[src/rtl/uart_div_pkg.sv]
`default_nettype none
// ============================================================================
//  Module      : uart_div_pkg
//  Description : Shared encodings for the UART-to-divider framer: receiver
//                and assembler state codes plus the err_cause values.
//  Revision    : 1.0 - initial release
// ============================================================================
package uart_div_pkg;

    // Byte receiver states
    localparam logic [1:0] RX_IDLE  = 2'd0;
    localparam logic [1:0] RX_START = 2'd1;
    localparam logic [1:0] RX_DATA  = 2'd2;
    localparam logic [1:0] RX_STOP  = 2'd3;

    // Frame assembler states: waiting for dividend byte 0/1/2, or divisor
    localparam logic [1:0] AS_W0 = 2'd0;
    localparam logic [1:0] AS_W1 = 2'd1;
    localparam logic [1:0] AS_W2 = 2'd2;
    localparam logic [1:0] AS_WD = 2'd3;

    // err_cause codes
    localparam logic [1:0] ERR_NONE = 2'b00;
    localparam logic [1:0] ERR_STOP = 2'b01;
    localparam logic [1:0] ERR_ZERO = 2'b10;
    localparam logic [1:0] ERR_TMO  = 2'b11;

endpackage
`default_nettype wire

[src/rtl/uart_rx_byte.sv]
`default_nettype none
// ============================================================================
//  Module      : uart_rx_byte
//  Description : 8N1 UART byte receiver with 2-flop input synchronizer.
//                Samples each bit at its centre and reports either a good
//                byte or a stop-bit (framing) error as one-cycle pulses.
//  Ports       : clk        - rising-edge clock
//                reset      - asynchronous active-high reset
//                rx         - serial input, idle high, asynchronous to clk
//                byte_data  - received byte, valid with byte_valid
//                byte_valid - one-cycle pulse, byte received with stop = 1
//                byte_ferr  - one-cycle pulse, stop bit sampled as 0
//  Revision    : 1.0 - initial release
// ============================================================================
module uart_rx_byte #(
    parameter int CLKS_PER_BIT = 434
) (
    input  logic       clk,
    input  logic       reset,
    input  logic       rx,
    output logic [7:0] byte_data,
    output logic       byte_valid,
    output logic       byte_ferr
);
    import uart_div_pkg::*;

    localparam int c_cnt_w = $clog2(CLKS_PER_BIT);
    // The falling edge is acted on one cycle after it shows at the
    // synchronizer output, and the down-counter needs one more cycle to hit
    // zero, hence the -2: the start-bit sample lands at CLKS_PER_BIT/2
    // cycles after the edge reaches the synchronized line.
    localparam logic [c_cnt_w-1:0] c_half_load = c_cnt_w'(CLKS_PER_BIT / 2 - 2);
    localparam logic [c_cnt_w-1:0] c_bit_load  = c_cnt_w'(CLKS_PER_BIT - 1);

    logic               r_sync1;
    logic               r_sync2;
    logic               r_prev;
    logic [1:0]         r_state;
    logic [1:0]         w_next_state;
    logic [c_cnt_w-1:0] r_cnt;
    logic [2:0]         r_bit;
    logic [7:0]         r_shift;
    logic [7:0]         r_byte_data;
    logic               r_byte_valid;
    logic               r_byte_ferr;

    logic w_fall;
    logic w_tick;
    logic w_load_half;
    logic w_shift_en;
    logic w_stop_ok;
    logic w_stop_bad;

    assign w_fall = r_prev & ~r_sync2;
    assign w_tick = (r_cnt == '0);

    // Synchronizer and edge-detect history; all idle high
    always_ff @(posedge clk or posedge reset) begin
        if (reset) begin
            r_sync1 <= 1'b1;
            r_sync2 <= 1'b1;
            r_prev  <= 1'b1;
        end else begin
            r_sync1 <= rx;
            r_sync2 <= r_sync1;
            r_prev  <= r_sync2;
        end
    end

    // State register
    always_ff @(posedge clk or posedge reset) begin
        if (reset) begin
            r_state <= RX_IDLE;
        end else begin
            r_state <= w_next_state;
        end
    end

    // Next-state logic
    always_comb begin
        w_next_state = r_state;
        case (r_state)
            RX_IDLE:  if (w_fall) w_next_state = RX_START;
            // A line back high at mid start bit is a glitch, not a byte
            RX_START: if (w_tick) w_next_state = r_sync2 ? RX_IDLE : RX_DATA;
            RX_DATA:  if (w_tick && (r_bit == 3'd7)) w_next_state = RX_STOP;
            RX_STOP:  if (w_tick) w_next_state = RX_IDLE;
            default:  w_next_state = RX_IDLE;
        endcase
    end

    // Output / control decode
    always_comb begin
        w_load_half = (r_state == RX_IDLE) && w_fall;
        w_shift_en  = (r_state == RX_DATA) && w_tick;
        w_stop_ok   = (r_state == RX_STOP) && w_tick &&  r_sync2;
        w_stop_bad  = (r_state == RX_STOP) && w_tick && !r_sync2;
    end

    // Datapath: bit timer, bit index, shift register, result registers
    always_ff @(posedge clk or posedge reset) begin
        if (reset) begin
            r_cnt        <= '0;
            r_bit        <= '0;
            r_shift      <= '0;
            r_byte_data  <= '0;
            r_byte_valid <= 1'b0;
            r_byte_ferr  <= 1'b0;
        end else begin
            r_byte_valid <= w_stop_ok;
            r_byte_ferr  <= w_stop_bad;

            if (w_load_half) begin
                r_cnt <= c_half_load;
            end else if (r_state != RX_IDLE) begin
                r_cnt <= w_tick ? c_bit_load : (r_cnt - c_cnt_w'(1));
            end

            if (w_load_half) begin
                r_bit <= '0;
            end else if (w_shift_en) begin
                r_bit <= r_bit + 3'd1;
            end

            // LSB arrives first, so shift in from the top
            if (w_shift_en) begin
                r_shift <= {r_sync2, r_shift[7:1]};
            end

            if (w_stop_ok) begin
                r_byte_data <= r_shift;
            end
        end
    end

    assign byte_data  = r_byte_data;
    assign byte_valid = r_byte_valid;
    assign byte_ferr  = r_byte_ferr;

endmodule
`default_nettype wire

[src/rtl/uart_div_framer.sv]
`default_nettype none
// ============================================================================
//  Module      : uart_div_framer
//  Description : Assembles 4-byte UART command frames (24-bit big-endian
//                dividend + 8-bit divisor) and launches the divider with a
//                one-cycle flash strobe. Bad frames are dropped and reported.
//  Ports       : clk       - rising-edge clock
//                reset     - asynchronous active-high reset
//                rx        - UART serial input (8N1), idle high
//                big       - dividend, updated only on a good frame
//                smal      - divisor, updated only on a good frame
//                flash     - one-cycle pulse, good frame presented
//                frame_err - one-cycle pulse, frame dropped
//                err_cause - drop reason, held until the next drop
//  Revision    : 1.0 - initial release
// ============================================================================
module uart_div_framer #(
    parameter int CLKS_PER_BIT = 434,
    parameter int TIMEOUT_BITS = 20
) (
    input  logic        clk,
    input  logic        reset,
    input  logic        rx,
    output logic [23:0] big,
    output logic [7:0]  smal,
    output logic        flash,
    output logic        frame_err,
    output logic [1:0]  err_cause
);
    import uart_div_pkg::*;

    localparam int c_tmo_cycles = TIMEOUT_BITS * CLKS_PER_BIT;
    localparam int c_gap_w      = $clog2(c_tmo_cycles + 1);
    localparam logic [c_gap_w-1:0] c_tmo_limit = c_gap_w'(c_tmo_cycles);

    logic [7:0] w_byte_data;
    logic       w_byte_valid;
    logic       w_byte_ferr;

    uart_rx_byte #(
        .CLKS_PER_BIT (CLKS_PER_BIT)
    ) u_rx (
        .clk        (clk),
        .reset      (reset),
        .rx         (rx),
        .byte_data  (w_byte_data),
        .byte_valid (w_byte_valid),
        .byte_ferr  (w_byte_ferr)
    );

    // Start detection for the gap counter. Any synchronized falling edge
    // restarts the gap: the start edge of every byte is one of them, and
    // edges inside a byte only shorten a gap that is far from expiring.
    logic r_rx_s1;
    logic r_rx_s2;
    logic r_rx_prev;
    logic w_start;

    always_ff @(posedge clk or posedge reset) begin
        if (reset) begin
            r_rx_s1   <= 1'b1;
            r_rx_s2   <= 1'b1;
            r_rx_prev <= 1'b1;
        end else begin
            r_rx_s1   <= rx;
            r_rx_s2   <= r_rx_s1;
            r_rx_prev <= r_rx_s2;
        end
    end

    assign w_start = r_rx_prev & ~r_rx_s2;

    logic [1:0]         r_as_state;
    logic [1:0]         w_as_next;
    logic [c_gap_w-1:0] r_gap;
    logic [23:0]        r_sh_big;
    logic [23:0]        r_big;
    logic [7:0]         r_smal;
    logic               r_flash;
    logic               r_frame_err;
    logic [1:0]         r_err_cause;

    logic       w_timeout;
    logic       w_good;
    logic       w_zero;
    logic       w_tmo_err;
    logic       w_err_any;
    logic [1:0] w_cause;

    assign w_timeout = (r_as_state != AS_W0) && (r_gap == c_tmo_limit);

    // State register
    always_ff @(posedge clk or posedge reset) begin
        if (reset) begin
            r_as_state <= AS_W0;
        end else begin
            r_as_state <= w_as_next;
        end
    end

    // Next-state logic; byte events take priority over the timeout
    always_comb begin
        w_as_next = r_as_state;
        if (w_byte_ferr) begin
            w_as_next = AS_W0;
        end else if (w_byte_valid) begin
            case (r_as_state)
                AS_W0:   w_as_next = AS_W1;
                AS_W1:   w_as_next = AS_W2;
                AS_W2:   w_as_next = AS_WD;
                default: w_as_next = AS_W0;
            endcase
        end else if (w_timeout) begin
            w_as_next = AS_W0;
        end
    end

    // Output decode
    always_comb begin
        w_good    = w_byte_valid && (r_as_state == AS_WD) && (w_byte_data != 8'd0);
        w_zero    = w_byte_valid && (r_as_state == AS_WD) && (w_byte_data == 8'd0);
        w_tmo_err = w_timeout && !w_byte_valid && !w_byte_ferr;
        w_err_any = w_byte_ferr || w_zero || w_tmo_err;
        if (w_byte_ferr) begin
            w_cause = ERR_STOP;
        end else if (w_zero) begin
            w_cause = ERR_ZERO;
        end else begin
            w_cause = ERR_TMO;
        end
    end

    // Datapath: shadow dividend, output registers, gap counter
    always_ff @(posedge clk or posedge reset) begin
        if (reset) begin
            r_gap       <= '0;
            r_sh_big    <= '0;
            r_big       <= '0;
            r_smal      <= '0;
            r_flash     <= 1'b0;
            r_frame_err <= 1'b0;
            r_err_cause <= ERR_NONE;
        end else begin
            r_flash     <= w_good;
            r_frame_err <= w_err_any;
            if (w_err_any) begin
                r_err_cause <= w_cause;
            end

            if (w_byte_valid) begin
                case (r_as_state)
                    AS_W0:   r_sh_big[23:16] <= w_byte_data;
                    AS_W1:   r_sh_big[15:8]  <= w_byte_data;
                    AS_W2:   r_sh_big[7:0]   <= w_byte_data;
                    default: r_sh_big        <= r_sh_big;
                endcase
            end

            if (w_good) begin
                r_big  <= r_sh_big;
                r_smal <= w_byte_data;
            end

            // Held at zero while waiting for a frame; saturates at the limit
            if ((r_as_state == AS_W0) || w_start) begin
                r_gap <= '0;
            end else if (r_gap != c_tmo_limit) begin
                r_gap <= r_gap + c_gap_w'(1);
            end
        end
    end

    assign big       = r_big;
    assign smal      = r_smal;
    assign flash     = r_flash;
    assign frame_err = r_frame_err;
    assign err_cause = r_err_cause;

endmodule
`default_nettype wire

[config.mk]
export PLATFORM = sky130hd
export DESIGN_NAME = uart_div_framer
export DESIGN_NICKNAME = d
export VERILOG_FILES = /design/src/rtl/uart_div_pkg.sv /design/src/rtl/uart_rx_byte.sv /design/src/rtl/uart_div_framer.sv
export SDC_FILE = /design/constraint.sdc
export NUM_CORES = 1
export LEC_CHECK = 0
export CAP_MARGIN = 20
export CORE_MARGIN = 2
export CORE_UTILIZATION = 35
export CTS_CLUSTER_DIAMETER = 120
export DETAILED_ROUTE_END_ITERATION = 6
export SLEW_MARGIN = 20
export SYNTH_ARGS = -nofsm -noshare
export SYNTH_HDL_FRONTEND = slang
export SYNTH_SLANG_ARGS = --single-unit
[constraint.sdc]
create_clock -name clk -period 4.35 [get_ports clk]
set_input_delay 1.305 -clock clk [delete_from_list [all_inputs] [get_ports clk]]
set_output_delay 1.305 -clock clk [all_outputs]
set_load 0.01 [all_outputs]
==> results.json, run 1 <==
{
  "status": "finished clean",
  "htreeDepth": 3,
  "hold_ws_ns": 0.3596,
  "antenna_cells": 0,
  "yosysTopAreaCell": "dfrtp_1",
  "p_leak_nw": 2.566,
  "place_ws_ns": 1.747,
  "combPwrFrac_pct": 7.7,
  "p_switching_mw": 0.5301,
  "hold-path-endpoint": "u_rx.r_sync2$_DFF_PP1_",
  "critical_path_arrival_ns": 1.28,
  "numCtsBuffers": 9,
  "synthMuxAreaShare_pct": 17.94,
  "ys_ff_latch": 111,
  "antenna_found_initial": 0,
  "synth_area_per_cell_um2": 13.05,
  "pwr-share-clk_pct": 37.8,
  "synth_area_mm2": 0.004618,
  "fin_skew_ns": 0.01170,
  "core_region_area_mm2": 0.01277,
  "cts.sinks": 111,
  "synth_top_family_by_area": "multiplexers",
  "maxCapViolations": 0,
  "internal_power_mw": 1.554,
  "ys_seq_area_share_pct": 60.23,
  "crit_fanout": 2,
  "p_per_area_mw_per_mm2": 379.3,
  "drive_above_1_share_pct": 24.32,
  "overflow": 0,
  "total_power_mw": 2.085,
  "die_area_mm2": 0.01413,
  "max_stage_delay_ns": 0.55,
  "grt_max_degree": 58,
  "nets": 410,
  "grt_pass1_wl_mm": 13.99,
  "via_per_inst": 4.821,
  "fin_crit_sh_pct": 59.41,
  "final_cell_mix": "108 x dfrtp_1, 70 x mux2_2, 38 x clkdlybuf4s50_1, 26 x nor2_1, 22 x nand2_1",
  "syn_inst": 354,
  "start_util_pct": 36.15,
  "critPathCaptureType": "primary output",
  "clk_latency_ns": 0.35,
  "cts.repair.resized": 0,
  "num_rows": 41,
  "routed-via-count": 2772,
  "worstReg2RegEnd": "u_rx.r_shift[6]$_DFFE_PP0P_",
  "grt.total_usage_pct": 12.38,
  "required_ns": 3.04,
  "period_needed_ns": 2.584,
  "wl_per_cell_um": 13.93,
  "path_delay_family": "buffers and inverters",
  "r2r-start": "u_rx.r_cnt[0]$_DFFE_PP0P_",
  "cpMaxStageDelayCell": "clkdlybuf4s50_1",
  "syn-num-nets": 366,
  "drc": 0,
  "first_global_vias": 2820,
  "finalWirelength_mm": 8.008,
  "hold_viol": 0,
  "crit_type": "flop to primary output",
  "synth_xor_area_share_pct": 2.086,
  "setup-violations-final": 0,
  "placed_cells": 559,
  "hold_depth": 0,
  "setup_tns_ns": 0,
  "fp.dieW_um": 118.9,
  "cts_root_buf": "clkbuf_16",
  "yosys_warnings": 0,
  "port_buffers": 38,
  "rsz0062_at_grt": "no",
  "io_pins": 39,
  "timing.critical_path.buf_inv": 1,
  "holdBufCountCts": 0,
  "drt_iter0_markers": 215,
  "drv_slew": 0,
  "ir_drop_mv": 0.1602,
  "pwr-share-seq_pct": 54.5,
  "cts_tree": "yes",
  "ys_top_cells_by_area": "dfrtp_1 59%, mux2_2 17%, ha_1 2.4%, nor2_1 2.2%, xnor2_1 1.9%",
  "synth_top_area_share_pct": 58.52,
  "post-dp-hpwl_mm": 5.566,
  "cts_setup_buffers": 0,
  "instances_no_fill": 575,
  "finalWeightedCongestion": 0.8003,
  "worst_pin_slew_ns": 0.7046,
  "reg2reg_depth": 6,
  "mostFrequentLayoutCell": "dfrtp_1",
  "worstSetupStartpointType": "flop",
  "clock.fmax_mhz": 387.0,
  "path_cells": "clkdlybuf4s50_1",
  "synthAdderAreaFrac_pct": 2.438,
  "hp-start": "u_rx.r_sync1$_DFF_PP1_",
  "synth.distinct_cells": 42,
  "swShare_pct": 25.43,
  "synth-simple-area-share_pct": 11.16,
  "reg2reg_slack_ns": 1.79,
  "fin_ws_ns": 1.766,
  "synthToLayoutAreaGrowth_pct": 19.02,
  "clk_pin_slew_ns": 0.08,
  "worstHoldPathType": "flop to flop",
  "die_y_um": 118.9,
  "n_fill_cell": 1150,
  "drtPass1Iterations": 4,
  "ant_nets": 0,
  "ff_latch_area_mm2": 0.002781,
  "cts_buffer_depth": 2,
  "multi_input_area_mm2": 0.001740,
  "relSlewSlack_pct": 53.03,
  "synth_compound_area_share_pct": 4.010
}
==> routing by layer <==
metal / track usage, % / share of wire, %
met1: 16.76 / 48
met2: 19.00 / 47
met5: 0 / 0
met4: 6.250 / 2.2
met3: 2.395 / 2.3
==> synthesized netlist by cell type, drive strengths merged <==
library cell	number
o31ai	4
xor2	1
nor4	4
mux2	70
nor3	8
nor2	27
nor3b	2
a311oi	1
clkbuf	7
or4	4
inv	15
dfrtp	108
a21o	2
or2	1
nor2b	3
and3	1
o2bb2ai	1
or3b	1
a21boi	1
or3	5
ha	9
nor4b	1
dfstp	3
mux2i	4
nand2b	3
o21ai	6
xnor2	10
a22o	1
o211ai	1
o311ai	1
a21oi	5
nor4bb	2
o41ai	4
nand3	7
nand2	22
nand4	5
nand3b	2
buf	2
==> how the worst max path moves through the flow <==
stage / startpoint / endpoint / slack (ns) / cells after the start
4_1_cts: u_rx.r_cnt[0]$_DFFE_PP0P_ / u_rx.r_shift[6]$_DFFE_PP0P_ / 1.74 / 6
3_3_place_gp: reset / r_gap[0]$_DFFE_PP0P_ / 1.76 / 3
3_5_place_dp: reset / err_cause[1]$_DFFE_PP0P_ / 1.75 / 3
6_report: big[17]$_DFFE_PP0P_ / big[17] / 1.77 / 1
2_1_floorplan: reset / async pin / 0.12 / 1
5_1_grt: u_rx.r_cnt[0]$_DFFE_PP0P_ / u_rx.r_shift[6]$_DFFE_PP0P_ / 1.59 / 6
==> flip-flops by register name, indices dropped and copies added (netlist names), named ones only <==
| name | flops |
|---|---|
| u_rx.byte_valid | 1 |
| u_rx.byte_data | 8 |
| u_rx.r_bit | 3 |
| u_rx.r_sync1 | 1 |
| u_rx.r_shift | 8 |
| err_cause | 2 |
| big | 24 |
| u_rx.r_cnt | 9 |
| r_gap | 14 |
| r_sh_big | 24 |
| r_as_state | 2 |
| u_rx.r_sync2 | 1 |
| frame_err | 1 |
| u_rx.byte_ferr | 1 |
| flash | 1 |
| u_rx.r_prev | 1 |
| smal | 8 |
| u_rx.r_state | 1 |
==> stage by stage <==
| stage | utilization, % | area [um^2] |
|---|---|---|
| after floorplan | - | 4618 |
| after global placement | 40.76 | 5206 |
| after detailed placement | 40.76 | 5206 |
| after CTS | 43.03 | 5497 |
| after global routing | 43.03 | 5497 |
| final | 43.03 | 5497 |
==> logic make-up after synthesis <==
family | after synthesis
multiplexers | 74
XOR/XNOR | 11
flip-flops | 111
buffers and inverters | 24
adder cells (fa/ha/maj) | 9
AND/OR/NAND/NOR | 98
AO/OA/AOI/OAI | 27
==> power groups by stage <==
stage / clock (mW) / sequential [mW] / combinational [mW]
2_1_floorplan: 0 / 1.14 / 0.136
3_3_place_gp: 0 / 1.15 / 0.160
3_5_place_dp: 0 / 1.15 / 0.166
4_1_cts: 0.820 / 1.13 / 0.166
5_1_grt: 0.862 / 1.15 / 0.187
6_report: 0.787 / 1.14 / 0.161
==> cell type report <==
| type | count | area share [%] |
|---|---|---|
| Clock inverter | 6 | 1.115 |
| Clock buffer | 10 | 4.166 |
| Inverter | 15 | 1.070 |
| Multi-Input combinational cell | 219 | 31.66 |
| Tap cell | 172 | 3.915 |
| Sequential cell | 111 | 50.60 |
| Timing Repair Buffer | 42 | 7.466 |
No activity file was read; power rests on OpenSTA's default activity.
==> inputs of run 2 (changes only) <==
==> constraint.sdc (replaced) <==
create_clock -name clk -period 2.5 [get_ports clk]
set_input_delay 0.75 -clock clk [delete_from_list [all_inputs] [get_ports clk]]
set_output_delay 0.75 -clock clk [all_outputs]
set_load 0.01 [all_outputs]
==> results.json, run 2 (synthesis results as in run 1) <==
{
  "status": "finished clean",
  "die_y_um": 118.9,
  "first_global_vias": 2935,
  "mostFrequentLayoutCell": "dfrtp_1",
  "p_switching_mw": 0.9841,
  "grt.total_usage_pct": 12.66,
  "worstHoldPathType": "flop to flop",
  "ant_nets": 0,
  "hp-start": "u_rx.r_sync1$_DFF_PP1_",
  "setup-violations-final": 0,
  "internal_power_mw": 2.720,
  "antenna_cells": 0,
  "finalWirelength_mm": 8.173,
  "hold_depth": 0,
  "fin_ws_ns": 0.3402,
  "critical_path_arrival_ns": 2.39,
  "drtPass1Iterations": 4,
  "cts_buffer_depth": 2,
  "drc": 0,
  "reg2reg_slack_ns": 0.34,
  "drt_iter0_markers": 189,
  "wl_per_cell_um": 14.16,
  "port_buffers": 38,
  "fin_util_pct": 43.51,
  "htreeDepth": 3,
  "fp.dieW_um": 118.9,
  "cts.sinks": 111,
  "rsz0062_at_grt": "no",
  "setup_tns_ns": 0,
  "die_area_mm2": 0.01413,
  "reg2reg_depth": 6,
  "p_per_area_mw_per_mm2": 666.4,
  "overflow": 0,
  "clk_pin_slew_ns": 0.07,
  "numCtsBuffers": 9,
  "drive_above_1_share_pct": 24.94,
  "max_stage_delay_ns": 0.51,
  "maxCapViolations": 0,
  "cts_tree": "yes",
  "relSlewSlack_pct": 62.50,
  "num_rows": 41,
  "period_needed_ns": 2.160,
  "n_fill_cell": 1148,
  "cts_root_buf": "clkbuf_16",
  "antenna_found_initial": 0,
  "hold_viol": 0,
  "pwr-share-clk_pct": 38.9,
  "hold_ws_ns": 0.3568,
  "critPathCaptureType": "flop",
  "via_per_inst": 4.842,
  "start_util_pct": 36.15,
  "routed-via-count": 2794,
  "synthToLayoutAreaGrowth_pct": 20.35,
  "grt_pass1_wl_mm": 14.38,
  "ir_drop_mv": 0.2920,
  "core_region_area_mm2": 0.01277,
  "worstSetupStartpointType": "flop",
  "pwr-share-seq_pct": 53.4,
  "final_cell_mix": "108 x dfrtp_1, 70 x mux2_2, 38 x clkdlybuf4s50_1, 26 x nor2_1, 22 x nand2_1",
  "hold-path-endpoint": "u_rx.r_sync2$_DFF_PP1_",
  "nets": 412,
  "grt_max_degree": 72,
  "path_cells": "inv_1 -> ha_1 -> or3b_2 -> nor3_4 -> nand4_2 -> mux2_2",
  "crit_type": "flop to flop",
  "worstReg2RegEnd": "u_rx.byte_data[2]$_DFFE_PP0P_",
  "timing.critical_path.buf_inv": 1,
  "required_ns": 2.73,
  "holdBufCountCts": 0,
  "clock.fmax_mhz": 463.0,
  "io_pins": 39,
  "combPwrFrac_pct": 7.7,
  "cpMaxStageDelayCell": "or3b_2",
  "path_delay_family": "simple AND/OR/NAND/NOR gates",
  "drv_slew": 0,
  "post-dp-hpwl_mm": 5.555,
  "cts.repair.resized": 0,
  "cts_setup_buffers": 0,
  "swShare_pct": 26.57,
  "crit_fanout": 9,
  "place_ws_ns": 0.3590,
  "finalWeightedCongestion": 0.7909,
  "worst_pin_slew_ns": 0.5618,
  "fin_skew_ns": 0.009741,
  "r2r-start": "u_rx.r_cnt[0]$_DFFE_PP0P_",
  "p_leak_nw": 2.587,
  "fin_crit_sh_pct": 86.39,
  "clk_latency_ns": 0.35
}
[run 2: cell count changes in the layout (fill, tap and decap cells not counted)]
cell,change
clkinvlp_4,+1
inv_6,-1
clkinv_8,+2
buf_12,+2
clkbuf_1,-1
inv_4,-1
[run 2: cell type report]
type / count / area, um^2 / share of cell area [%]
repair buffers: 44 / 450.4 / 8.104
flip-flops and latches: 111 / 2781 / 50.05
clock inverters: 7 / 85.08 / 1.531
clock buffers: 9 / 225.2 / 4.052
inverters: 15 / 60.06 / 1.081
well taps: 172 / 215.2 / 3.872
multi-input cells: 219 / 1740 / 31.31
[run 2: how the worst max path moves through the flow]
stage	startpoint	to	cells after the start
after global routing	u_rx.r_cnt[0]$_DFFE_PP0P_	u_rx.byte_data[1]$_DFFE_PP0P_	6
after global placement	u_rx.r_cnt[0]$_DFFE_PP0P_	u_rx.byte_data[2]$_DFFE_PP0P_	6
after detailed placement	u_rx.r_cnt[0]$_DFFE_PP0P_	u_rx.byte_data[4]$_DFFE_PP0P_	6
final	u_rx.r_cnt[0]$_DFFE_PP0P_	u_rx.byte_data[2]$_DFFE_PP0P_	6
after floorplan	reset	async pin	1
after CTS	u_rx.r_cnt[0]$_DFFE_PP0P_	u_rx.byte_data[2]$_DFFE_PP0P_	6
[run 2: per-stage QoR]
| step | area, um^2 | power (mW) | std cells |
|---|---|---|---|
| 2_1_floorplan | 4622 | 2.217 | 354 |
| 3_3_place_gp | 5248 | 2.280 | 561 |
| 3_5_place_dp | 5248 | 2.299 | 561 |
| 4_1_cts | 5558 | 3.755 | 577 |
| 5_1_grt | 5558 | 3.891 | 577 |
| 6_report | 5558 | 3.704 | 577 |
[run 2: power by group through the flow]
stage	registers (mW)	logic [mW]	clock network (mW)
3_3_place_gp	2.00	0.277	0
3_5_place_dp	2.01	0.290	0
6_report	1.98	0.285	1.44
2_1_floorplan	1.98	0.237	0
4_1_cts	1.98	0.289	1.49
5_1_grt	1.99	0.335	1.56
[run 2: layer usage]
layer	share of wire, %	global-route usage (%)	up-vias
met5	0	0	-
met4	1.6	5.878	0
met3	2.1	2.299	12
met2	48	19.94	35
met1	48	17.00	1395
li1	-	-	1352
==> inputs of run 3 (changes only) <==
--- a/config.mk
+++ b/config.mk
@@ -5,6 +5,7 @@
 export SDC_FILE = /design/constraint.sdc
 export NUM_CORES = 1
 export LEC_CHECK = 0
+export ABC_AREA = 1
 export CAP_MARGIN = 20
 export CORE_MARGIN = 2
 export CORE_UTILIZATION = 35
==> results.json, run 3 <==
{
  "syn_inst": 537,
  "synthArstFlopShare_pct": 100.0,
  "placed_cells": 744,
  "worst_pin_slew_ns": 0.4681,
  "hold_viol": 0,
  "grt_pass1_wl_mm": 16.91,
  "via_per_inst": 4.701,
  "total_power_mw": 3.682,
  "fin_skew_ns": 0.007445,
  "num_rows": 42,
  "ys_ff_latch": 111,
  "drive_above_1_share_pct": 5.993,
  "path_delay_family": "buffers and inverters",
  "place_ws_ns": 0.7773,
  "finalWirelength_mm": 9.636,
  "synth-main-ff-cell": "dfrtp_1",
  "setup-violations-final": 0,
  "synth_common_cells": "191 x nand2_1, 108 x dfrtp_1, 57 x o21ai_0",
  "cts_buffer_depth": 2,
  "synth_area_per_cell_um2": 8.824,
  "overflow": 0,
  "final_cell_mix": "191 x nand2_1, 108 x dfrtp_1, 57 x o21ai_0, 49 x inv_1, 38 x clkdlybuf4s50_1",
  "synthMuxAreaShare_pct": 0.2112,
  "max_stage_delay_ns": 0.57,
  "synth-simple-area-share_pct": 24.45,
  "htreeDepth": 3,
  "numCtsBuffers": 9,
  "critPathCaptureType": "primary output",
  "die_y_um": 120.4,
  "ys_seq_area_share_pct": 58.70,
  "grt_most_used_layer": "met2",
  "core_region_area_mm2": 0.01324,
  "finalWeightedCongestion": 0.8968,
  "maxCapViolations": 0,
  "clk_latency_ns": 0.36,
  "fin_ws_ns": 0.4301,
  "start_util_pct": 35.78,
  "synth.most_common_cell": "nand2_1",
  "cts_tree": "yes",
  "fp.dieW_um": 120.4,
  "cts_root_buf": "clkbuf_16",
  "cts.sinks": 111,
  "antenna_found_initial": 0,
  "cts_setup_buffers": 0,
  "relSlewSlack_pct": 68.72,
  "crit_fanout": 2,
  "synth_edf_count": 0,
  "use_met1_pct": 19.99,
  "synthAdderAreaFrac_pct": 2.377,
  "grt.met2_usage_pct": 22.37,
  "crit_type": "flop to primary output",
  "clock.fmax_mhz": 483.1,
  "ys_top_cells_by_area": "dfrtp_1 57%, nand2_1 15%, o21ai_0 6.0%, inv_1 4.0%, nand3_1 3.0%",
  "cts.repair.resized": 0,
  "io_pins": 39,
  "synth_area_mm2": 0.004738,
  "rsz0062_at_grt": "no",
  "synth_top_area_share_pct": 57.04,
  "required_ns": 1.75,
  "status": "finished clean",
  "critical_path_arrival_ns": 1.32,
  "port_buffers": 38,
  "drt_iter0_markers": 253,
  "period_needed_ns": 2.070,
  "die_area_mm2": 0.01448,
  "yosysTopAreaCell": "dfrtp_1",
  "clk_pin_slew_ns": 0.07,
  "routed-via-count": 3573,
  "n_fill_cell": 1314,
  "cpMaxStageDelayCell": "clkdlybuf4s50_1",
  "path_cells": "clkdlybuf4s50_1",
  "use_met3_pct": 3.538,
  "synth.distinct_cells": 31,
  "first_global_vias": 3490,
  "post-dp-hpwl_mm": 6.865,
  "worstHoldPathType": "flop to flop",
  "yosys_warnings": 0,
  "ant_nets": 0,
  "syn-num-nets": 549,
  "drc": 0,
  "p_per_area_mw_per_mm2": 653.2,
  "drtPass1Iterations": 4,
  "holdBufCountCts": 0,
  "hold_ws_ns": 0.3575,
  "grt.total_usage_pct": 14.64,
  "synth_compound_area_share_pct": 7.922,
  "drv_slew": 0,
  "p_leak_nw": 2.727,
  "antenna_cells": 0,
  "synth_top_family_by_area": "simple AND/OR/NAND/NOR gates",
  "synthToLayoutAreaGrowth_pct": 18.99,
  "synth_xor_area_share_pct": 0.9242,
  "setup_tns_ns": 0,
  "grt_max_degree": 56,
  "timing.critical_path.buf_inv": 1,
  "mostFrequentLayoutCell": "nand2_1",
  "worstSetupStartpointType": "flop",
  "fin_crit_sh_pct": 82.80,
  "ir_drop_mv": 0.3162,
  "instances_no_fill": 760,
  "nets": 591,
  "wl_per_cell_um": 12.68
}
run 3: report_power, final:
| part | total (mW) | leakage (nW) | switching [mW] | internal (mW) |
|---|---|---|---|---|
| combinational | 0.356 | 1.07 | 0.237 | 0.118 |
| clock | 1.39 | 0.139 | 0.691 | 0.703 |
| sequential | 1.93 | 1.52 | 0.0704 | 1.86 |
| total | 3.68 | 2.73 | 0.998 | 2.68 |
run 3: cell families (layout without fill, tap and decap cells):
group,count (synthesis),after routing
flip-flops,111,111
AND/OR/NAND/NOR,272,272
multiplexers,1,1
adder cells (fa/ha/maj),9,9
XOR/XNOR,5,5
AO/OA/AOI/OAI,74,74
buffers and inverters,65,112
run 3: layout make-up:
type	count	area [um^2]	area share (%)
sequential	111	2781	49.33
multi-input combinational	361	1700	30.16
timing repair buffer	43	442.9	7.856
clock buffer	10	229.0	4.061
tap	176	220.2	3.906
inverter	53	202.7	3.595
clock inverter	6	61.31	1.087
run 3: final timing paths:
| path | startpoint | to | slack (ns) | depth (start not counted) |
|---|---|---|---|---|
| max in group asynchronous | reset | u_rx.r_sync1$_DFF_PP1_ | 1.33 | 3 |
| worst max register to register | u_rx.r_cnt[0]$_DFFE_PP0P_ | u_rx.r_bit[1]$_DFFE_PP0P_ | 0.77 | 8 |
| worst max-delay path | err_cause[1]$_DFFE_PP0P_ | err_cause[1] | 0.43 | 1 |
| min in group asynchronous | reset | big[21]$_DFFE_PP0P_ | 0.83 | 3 |
| worst min-delay path | u_rx.r_sync1$_DFF_PP1_ | u_rx.r_sync2$_DFF_PP1_ | 0.36 | 0 |
| worst min register to register | u_rx.r_sync1$_DFF_PP1_ | u_rx.r_sync2$_DFF_PP1_ | 0.36 | 0 |
run 3: through the flow:
stage | area, um^2 | util, %
2_1_floorplan | 4742 | -
3_3_place_gp | 5348 | 40.38
3_5_place_dp | 5348 | 40.38
4_1_cts | 5638 | 42.57
5_1_grt | 5638 | 42.57
6_report | 5638 | 42.57
run 3: metal layers:
| layer | vias up | wire (um) |
|---|---|---|
| met3 | 16 | 428 |
| met4 | 0 | 223 |
| met1 | 1696 | 4539 |
| met2 | 68 | 4445 |
| li1 | 1793 | - |
| met5 | - | 0 |
==> RTL edit: new RTL, settings of run 3 <==
`CLKS_PER_BIT` is set to 434 in 2 places; all go to 217.
--- a/src/rtl/uart_rx_byte.sv
+++ b/src/rtl/uart_rx_byte.sv
@@ -14,5 +14,5 @@
 // ============================================================================
 module uart_rx_byte #(
-    parameter int CLKS_PER_BIT = 434
+    parameter int CLKS_PER_BIT = 217
 ) (
     input  logic       clk,
--- a/src/rtl/uart_div_framer.sv
+++ b/src/rtl/uart_div_framer.sv
@@ -16,5 +16,5 @@
 // ============================================================================
 module uart_div_framer #(
-    parameter int CLKS_PER_BIT = 434,
+    parameter int CLKS_PER_BIT = 217,
     parameter int TIMEOUT_BITS = 20
 ) (
Check against the original RTL: no difference found for any inputs over 10 cycles, from zero or initial values and one cycle with reset high; that may be too few to reach the edited logic, so the function may still have changed.
==> RTL edit against run 3 <==
- final cell count shrank 1.7%
- via count is 5.3% lower
- final area shrank 1.3%
- sequential cell count fell by 2
- sequential share of layout area down 0.27 points
- first-iteration DRC count is 25% lower
- power down 2.2%
- utilization down 0.37 points
- sequential power fell by 3%
- wire length down 7.4%
- synthesized area fell by 0.79%
- fmax rose by 1.1%
- setup slack improved by 0.022 ns
- combinational power increased by 3%
- critical path type unchanged
- critical endpoint is now smal[5]
- highest routed layer unchanged
==> RTL edit: results <==
{
  "finalCritPeriodShare_pct": 81.93,
  "leakagePower_uw": 0.002724,
  "finalClockSkew_ns": 0.01212,
  "yosys_register_bits": 109,
  "num-nets-final": 579,
  "ff2ff_setup_slack_ns": 0.74,
  "grt_util_all_layers_pct": 13.80,
  "timing.critical_path.from": "smal[5]$_DFFE_PP0P_",
  "synth-seq-area-share_pct": 58.10,
  "buffers": 45,
  "seq_share_pct": 49.07,
  "finalWeightedCongestion": 0.7827,
  "vdd_ir_drop_max_v": 0.0005618,
  "worstMarginPinSlew_ns": 0.5628,
  "dp.final_hpwl_um": 6371,
  "num-fill-cells": 1299,
  "worst_path_dominant_cell_family": "buffers and inverters",
  "use_met1_pct": 17.76,
  "non_clock_inverter_count": 61,
  "maximum_single_stage_delay_on_the_critical_path_ns": 0.55,
  "post_route_cells_drive_above_1_share_pct": 8.757,
  "multi_input_logic_portion_of_the_cell_area_pct": 29.62,
  "ys_warn_count": 0,
  "drt_iter0_drc": 190,
  "setup.worst_path.end": "smal[5]",
  "worstReg2RegEnd": "u_rx.r_bit[1]$_DFFE_PP0P_",
  "route.vias.total": 3383,
  "grt_pass1_vias": 3266,
  "n_multi_input_combinational_cell": 340,
  "cp_data_arrival_time_ns": 1.30,
  "first_pass_grt_wire_length_um": 15400,
  "status": "completed",
  "synth_common_cells": "178 x sky130_fd_sc_hd__nand2_1, 106 x sky130_fd_sc_hd__dfrtp_1, 55 x sky130_fd_sc_hd__inv_1",
  "synthesis.nets": 535,
  "netlist-cell-type-count": 35,
  "netlist_top_cells_area": "sky130_fd_sc_hd__dfrtp_1 56%, sky130_fd_sc_hd__nand2_1 14%, sky130_fd_sc_hd__o21ai_0 4.7%, sky130_fd_sc_hd__inv_1 4.4%, sky130_fd_sc_hd__nand3_1 2.8%",
  "wire_per_inst_um": 11.95,
  "pre_cts_setup_slack_ns": 0.6961,
  "final-nonclk-buf-share_pct": 8.002,
  "use_met3_pct": 4.420,
  "grt_use_met2_pct": 21.61,
  "timing.hold.worst.class": "register to register",
  "grt_max_degree": 39
}
[RTL edit: cell types whose count changed in the layout (fill, tap and decap cells not counted), sizes merged, moves of 2 or more]
cell    change
clkinv      +2
nand2      -12
inv         +7
xor2        -3
a21oi       -3
o21ai       +2
dfrtp       -2
nand4       -4
buf         +2
nor3        -6
[RTL edit: report_power, final]
group	leakage [uW]	switching, uW	total [uW]	internal [uW]
Sequential	0.00149	56.0	1880	1820
Combinational	0.00109	250	365	115
Clock	0.000141	662	1360	697
[RTL edit: per-layer routing]
layer / vias to the layer above / share of wire (%)
li1: 1738 / -
met1: 1575 / 48
met2: 56 / 46
met3: 14 / 3.6
met4: 0 / 2.2
met5: - / 0
[RTL edit: kinds of logic after synthesis]
logic type | Yosys count | synth area share, %
flops | 109 | 58.10
simple gates | 251 | 23.00
buf+inv | 73 | 6.814
xor+xnor | 3 | 0.5591
compound gates | 76 | 8.864
fa+ha+maj | 10 | 2.662
[RTL edit: worst reg2reg max path: cells and delay by family, from the launching register on]
| family | cells | cell delay (ns) |
|---|---|---|
| adder cells (fa/ha/maj) | 1 | 0.21 |
| AND/OR/NAND/NOR | 5 | 0.93 |
| buffers and inverters | 1 | 0.11 |
| flip-flops | 1 | 0.40 |
[RTL edit: stage by stage]
step / area, um2 / util (%) / cells / hold slack (ns)
floorplan: 4705 / - / 522 / 0.3452
global route: 5567 / 42.20 / 747 / 0.3646
CTS: 5567 / 42.20 / 747 / 0.3609
detailed placement: 5284 / 40.06 / 731 / 0.3510
finish: 5567 / 42.20 / 747 / 0.3568
global placement: 5284 / 40.06 / 731 / 0.3482
